<file path="src/rtl/div_pkg.sv">
// rtl/div_pkg.sv - shared constants and state type for the sequential divider
package div_pkg;

    localparam int DIV_WIDTH = 32;

    typedef enum logic [1:0] {
        S_IDLE,
        S_RUN,
        S_DONE
    } div_state_e;

    // Quotient reported when the divisor is zero.
    localparam logic [DIV_WIDTH-1:0] DBZ_QUO = '1;

endpackage

</file>
<file path="src/rtl/div_step.sv">
// rtl/div_step.sv - one restoring iteration on {rem, quo} against a divisor magnitude
module div_step
    import div_pkg::*;
#(
    parameter int WIDTH = DIV_WIDTH
) (
    input  logic [WIDTH-1:0] rem_i,
    input  logic [WIDTH-1:0] quo_i,
    input  logic [WIDTH-1:0] dvs_i,
    output logic [WIDTH-1:0] rem_o,
    output logic [WIDTH-1:0] quo_o
);

    logic [WIDTH:0] shifted;
    logic [WIDTH:0] trial;

    // rem < dvs holds before every step, so the top bit of trial is a clean borrow flag.
    assign shifted = {rem_i, quo_i[WIDTH-1]};
    assign trial   = shifted - {1'b0, dvs_i};

    assign rem_o = trial[WIDTH] ? shifted[WIDTH-1:0] : trial[WIDTH-1:0];
    assign quo_o = {quo_i[WIDTH-2:0], ~trial[WIDTH]};

endmodule

</file>
<file path="src/rtl/seq_divider.sv">
// rtl/seq_divider.sv - multi-cycle signed/unsigned restoring divider feeding Hi/Lo
module seq_divider
    import div_pkg::*;
#(
    parameter int WIDTH = DIV_WIDTH
) (
    input  logic               clk,
    input  logic               reset,
    input  logic               start,
    input  logic               is_signed,
    input  logic [WIDTH-1:0]   dividend,
    input  logic [WIDTH-1:0]   divisor,
    output logic               busy,
    output logic               done,
    output logic               div_by_zero,
    output logic [2*WIDTH-1:0] DivAns
);

    localparam int CNT_W = $clog2(WIDTH);

    div_state_e         state_q;
    logic [CNT_W-1:0]   cnt_q;
    logic [WIDTH-1:0]   rem_q;
    logic [WIDTH-1:0]   quo_q;
    logic [WIDTH-1:0]   dvs_q;
    logic               neg_quo_q;
    logic               neg_rem_q;
    logic               busy_q;
    logic               done_q;
    logic               dbz_q;
    logic [2*WIDTH-1:0] ans_q;

    logic [WIDTH-1:0]   dvd_mag_d;
    logic [WIDTH-1:0]   dvs_mag_d;
    logic [WIDTH-1:0]   step_rem_d;
    logic [WIDTH-1:0]   step_quo_d;
    logic [WIDTH-1:0]   rem_fix_d;
    logic [WIDTH-1:0]   quo_fix_d;

    assign dvd_mag_d = (is_signed && dividend[WIDTH-1]) ? -dividend : dividend;
    assign dvs_mag_d = (is_signed && divisor[WIDTH-1])  ? -divisor  : divisor;

    div_step #(
        .WIDTH (WIDTH)
    ) u_step (
        .rem_i (rem_q),
        .quo_i (quo_q),
        .dvs_i (dvs_q),
        .rem_o (step_rem_d),
        .quo_o (step_quo_d)
    );

    // The final step's output is fixed up and registered straight into DivAns.
    assign rem_fix_d = neg_rem_q ? -step_rem_d : step_rem_d;
    assign quo_fix_d = neg_quo_q ? -step_quo_d : step_quo_d;

    always_ff @(posedge clk) begin
        if (!reset) begin
            state_q   <= S_IDLE;
            cnt_q     <= '0;
            rem_q     <= '0;
            quo_q     <= '0;
            dvs_q     <= '0;
            neg_quo_q <= 1'b0;
            neg_rem_q <= 1'b0;
            busy_q    <= 1'b0;
            done_q    <= 1'b0;
            dbz_q     <= 1'b0;
            ans_q     <= '0;
        end else begin
            done_q <= 1'b0;
            case (state_q)
                S_IDLE: begin
                    if (start) begin
                        busy_q <= 1'b1;
                        if (divisor == '0) begin
                            state_q <= S_DONE;
                            done_q  <= 1'b1;
                            dbz_q   <= 1'b1;
                            ans_q   <= {dividend, DBZ_QUO[WIDTH-1:0]};
                        end else begin
                            state_q   <= S_RUN;
                            cnt_q     <= '0;
                            rem_q     <= '0;
                            quo_q     <= dvd_mag_d;
                            dvs_q     <= dvs_mag_d;
                            neg_quo_q <= is_signed && (dividend[WIDTH-1] ^ divisor[WIDTH-1]);
                            neg_rem_q <= is_signed && dividend[WIDTH-1];
                        end
                    end
                end
                S_RUN: begin
                    rem_q <= step_rem_d;
                    quo_q <= step_quo_d;
                    if (cnt_q == CNT_W'(WIDTH - 1)) begin
                        cnt_q   <= '0;
                        state_q <= S_DONE;
                        done_q  <= 1'b1;
                        dbz_q   <= 1'b0;
                        ans_q   <= {rem_fix_d, quo_fix_d};
                    end else begin
                        cnt_q <= cnt_q + CNT_W'(1);
                    end
                end
                S_DONE: begin
                    state_q <= S_IDLE;
                    busy_q  <= 1'b0;
                end
                default: begin
                    state_q <= S_IDLE;
                    busy_q  <= 1'b0;
                end
            endcase
        end
    end

    assign busy        = busy_q;
    assign done        = done_q;
    assign div_by_zero = dbz_q;
    assign DivAns      = ans_q;

endmodule

</file>
<file path="config.mk">
export PLATFORM = sky130hd
export DESIGN_NAME = seq_divider
export DESIGN_NICKNAME = d
export VERILOG_FILES = /design/src/rtl/div_pkg.sv /design/src/rtl/div_step.sv /design/src/rtl/seq_divider.sv
export SDC_FILE = /design/constraint.sdc
export NUM_CORES = 1
export LEC_CHECK = 0
export BUFFER_PORTS_ARGS = -buffer_cell sky130_fd_sc_hd__buf_2
export CORE_MARGIN = 2
export CORE_UTILIZATION = 60
export CTS_CLUSTER_DIAMETER = 150
export DETAILED_ROUTE_END_ITERATION = 10
export PLACE_DENSITY = 0.8
export SETUP_SLACK_MARGIN = 0.4
export SYNTH_ARGS = -nofsm -noshare
export SYNTH_HDL_FRONTEND = slang
export SYNTH_SLANG_ARGS = --single-unit
export TNS_END_PERCENT = 1
</file>
<file path="constraint.sdc">
create_clock -name clk -period 6.5 [get_ports clk]
set_clock_uncertainty 0.2 [all_clocks]
set_input_delay 0.325 -clock clk [delete_from_list [all_inputs] [get_ports clk]]
set_output_delay 0.325 -clock clk [all_outputs]
set_load 0.05 [all_outputs]
</file>
==> summary by stage <==
Worst setup path
The cell depth of the worst setup path is 21. The delay of the slowest cell on the worst path is between 0.5 and 0.6 ns. The worst setup path endpoint is DivAns[62]. STA classifies the critical path endpoint as a flop. Tracing the worst setup path back leads to its startpoint at quo_q[31]. The slowest stage of the critical path is the a2111oi_4 cell. The number of buffer and inverter instances along the worst setup path is 3. For the worst setup path, the data arrival time is 5.82 ns. The worst register-to-register path ends at DivAns[62]. The startpoint type of the worst setup path is a flop.

The kind of cell adding the most delay to the critical path is compound AO/OA/AOI/OAI gates. The kind of critical path is reg2reg. The worst-case reg-to-reg path depth is 21. The startpoint identified for the worst register-to-register timing path is quo_q[31]. Traced cell by cell, the critical path runs through inv_1 > ha_1 > inv_1 > fa_1 > nand3_2 > a21oi_4 > o2111ai_4 > a2111oi_4 > nor3_2 > nor2_2 > clkinv_2 > a21oi_1 > ha_1 > nand2_1 > or3_1 > mux2_2 > o21bai_1 > or3_1 > o31ai_1 > xor2_1 > o21ai_1. The required time at the endpoint of the critical path is 6.62 ns. Of all nets on the critical path, the largest fanout is 20.

The setup check on the worst reg-to-reg path leaves a slack of 0.80 ns.

Global route
The number of global-route vias before repair is 11250. The number of antenna violations at the first check in global routing is 0. The total congestion overflow is 0. Entering global routing, the biggest net connects approximately 100 pins. The total global-route track usage is 33.68%. The first global-routing pass estimated 58.26 mm of wire.

Clock network
The deepest clock path buffer count is 2. The clock latency on the worst-skew pair is 0.44 ns. Counting every sink on the clock net gives 172.

The clock root buffer is clkbuf_16. Clock tree synthesis inserted a total of 17 buffers. The clock-pin transition on the worst setup and hold timing paths is 0.07 ns.

The H-tree depth is 4. The post-CTS setup buffer count is 0. TritonCTS built the clock tree.

Floorplanning
The die footprint is 0.02151 mm². The die is 146.7 µm wide. The area inside the core boundary is 0.02010 mm². The number of top-level design ports is between 100 and 150. The number of core rows is 52. The initial utilization of the core area, before any placement, comes to around three fifths. In this run the vertical extent of the chip is between 100 and 150 µm.

Synth
Among all cell types in the netlist, the one instantiated most often is nand2_1. Counting flops with a built-in enable in the synthesized netlist gives 0. The post-synthesis cell count is 1584. Counting distinct cell types in the post-synthesis netlist gives 86. The net count after synthesis is 1691. In the synthesized netlist the async set-or-reset flop fraction comes to 0%. After synthesis the netlist holds a flip-flop and latch count of about 170. Sorting the synthesized cells by area gives the leading types as dfxtp_1 28%, nand2_1 6.9%, xor2_1 5.5%. The portion of synthesized cell area occupied by the leading cell type is ~28%. The cell area after synthesis is 0.01221 mm². Summing the sequential cell areas from Yosys gives 28.20% of the chip area. Averaged over all synthesized cells, the footprint is ~7.7 µm². The most used flip-flop cell after synthesis is dfxtp_1. The largest area contributor in the netlist is dfxtp_1. The total number of yosys warnings is 0.

By count the netlist is led by 223 x nand2_1, 172 x dfxtp_1, 114 x a21oi_1.

STA
The number of failing hold endpoints at the final stage is 0. Setup violations remaining at the end of the flow were counted as 0. Setup repair after global routing left no endpoint under its margin. For the pin with the worst max-slew slack, the measured transition is 1.120 ns. After layout, the worst path uses 87.68% of the clock period. For this run, the top clock speed supported by timing is approximately 180 MHz. The total count of max-transition violations in the final report is 0. The worst slew margin relative to its limit is 25.03%. In the final timing run, aggregate negative setup slack is 0 ns. Once routing completed, OpenROAD measured the worst setup slack at 0.8011 ns.

The clock period could shrink to 5.699 ns.

Drt
The total via count after detailed routing is 12260. The post-detailed-route via-to-cell ratio is 6.341. Summed over all layers, the routed wires come to about 37 mm. The detail route stage leaves a number of antenna-violating nets equal to 0. The number of DRC markers in iteration 0 is roughly 1100.

After detailed routing, the average wire length per cell comes to 19.29 µm. For this run, design rule violations remaining after detail routing come to 0. The detailed-router iteration count before antenna repair is 5.

Pwr
In this run the power density over the cells is around 210 mW/mm². In this run the static leakage power is 5.938 nW. The largest vdd supply drop is 0.0002013 V.

Run status
The flow ran to the end, and the final reports show no timing, DRC or antenna violations.

Min path
The path class of the tightest hold or removal check is in2reg.

Place
At the placement stage, the worst setup path has a slack of 1.002 ns. Detailed placement finished with a half-perimeter wire length of 27.60 mm. The final weighted congestion in routability-driven placement is 0.9455. Input and output buffers added on the ports amount to 134.

Cells and area
0 antenna diodes ended up in the layout. The layout filler cell count is 1731. The area growth from synthesis to layout is 10.98%. The post-route netlist has 13.16% of its cells at a drive strength greater than 1. The area used by sequential logic in the layout is 0.003443 mm². Summing all multi-input logic gate instances after layout gives 0.008177 mm². The final layout contains 1758 nets.

Flow run
The number of max-capacitance violations reported is 0.
-- layout by cell type (no fill, tap or decap), types with 16 or more instances in the layout --
master,count
xnor2_1,59
xor2_1,77
a21boi_0,34
nor2b_1,47
nand2_1,223
o211ai_1,43
o31ai_1,28
or3_1,18
inv_1,53
nor2_1,87
buf_2,133
clkbuf_16,17
dfxtp_1,172
a22oi_1,17
ha_1,38
o21ai_0,93
a31oi_1,16
nor3_1,26
nand3_1,42
a21oi_1,114
or4_1,17
o211a_1,51
-- through the flow --
step	util [%]	hold WS, ns	std cells	total power, mW	cell area, µm²
4_1_cts	67.41	0.002739	1934	2.802	13550
2_1_floorplan	-	0.2410	1584	1.601	12210
5_1_grt	67.41	0.03624	1934	2.910	13550
6_report	67.41	0.007146	1934	2.809	13550
3_5_place_dp	64.33	0.2588	1899	1.775	12930
3_3_place_gp	64.33	0.2551	1899	1.763	12930
-- sequential cells by signal, summed over array words and instances (netlist names) --
register / count
dvs_q: 32
DivAns: 64
done: 1
div_by_zero: 1
rem_q: 32
cnt_q: 5
quo_q: 32
neg_quo_q: 1
state_q: 2
neg_rem_q: 1
busy: 1
-- logic make-up after synthesis --
| family | after synthesis | share of synthesized area (%) |
|---|---|---|
| adder cells (fa/ha/maj) | 39 | 4.057 |
| AND/OR/NAND/NOR | 555 | 22.04 |
| multiplexers | 16 | 1.322 |
| AO/OA/AOI/OAI | 510 | 29.52 |
| XOR/XNOR | 136 | 9.754 |
| flip-flops | 172 | 28.20 |
| buffers and inverters | 156 | 5.113 |
-- timing repair --
item                                    in CTS  in global routing
gates resized for setup                      0                  0
endpoints found under the hold margin        3                  0
hold buffers                                 3                  0
endpoints found under the setup margin       0                  0
-- report_power, final --
group          switching, mW  total (mW)  internal (mW)
combinational          0.409       0.633          0.224
clock                  0.511        1.04          0.525
sequential            0.0461        1.14           1.09
-- layer usage --
layer  global-route usage (%)  up-vias  part of all wire, %
li1                         -     5870                    -
met1                    42.84     5801                   42
met2                    56.90      507                   47
met3                    4.531       85                  6.9
met4                    15.19        0                  4.3
met5                        0        -                    0
-- tightest hold or removal path, cell delays in order --
cell and delay [ns]:
buf_2 0.13, nand2_1 0.06, a31oi_1 0.08
-- cell type report --
class	count	area share [%]
clock buffers	18	3.240
clock inverters	14	1.117
inverters	54	1.505
multi-input cells	1256	60.33
flip-flops and latches	172	25.41
well taps	270	2.493
repair buffers	150	5.908
-- worst min-delay path by stage --
| stage | endpoint | cells past startpoint | slack [ns] | start |
|---|---|---|---|---|
| finish | DivAns[44] | 3 | 0.007 | dividend[12] |
| global route | DivAns[32] | 3 | 0.04 | dividend[0] |
| CTS | DivAns[44] | 3 | 0.003 | dividend[12] |
| detailed placement | DivAns[53] | 2 | 0.26 | DivAns[53] |
| global placement | dvs_q[31] | 2 | 0.26 | dvs_q[31] |
| floorplan | dvs_q[31] | 2 | 0.24 | dvs_q[31] |
Note: power is estimated with default switching activity, not from simulation.
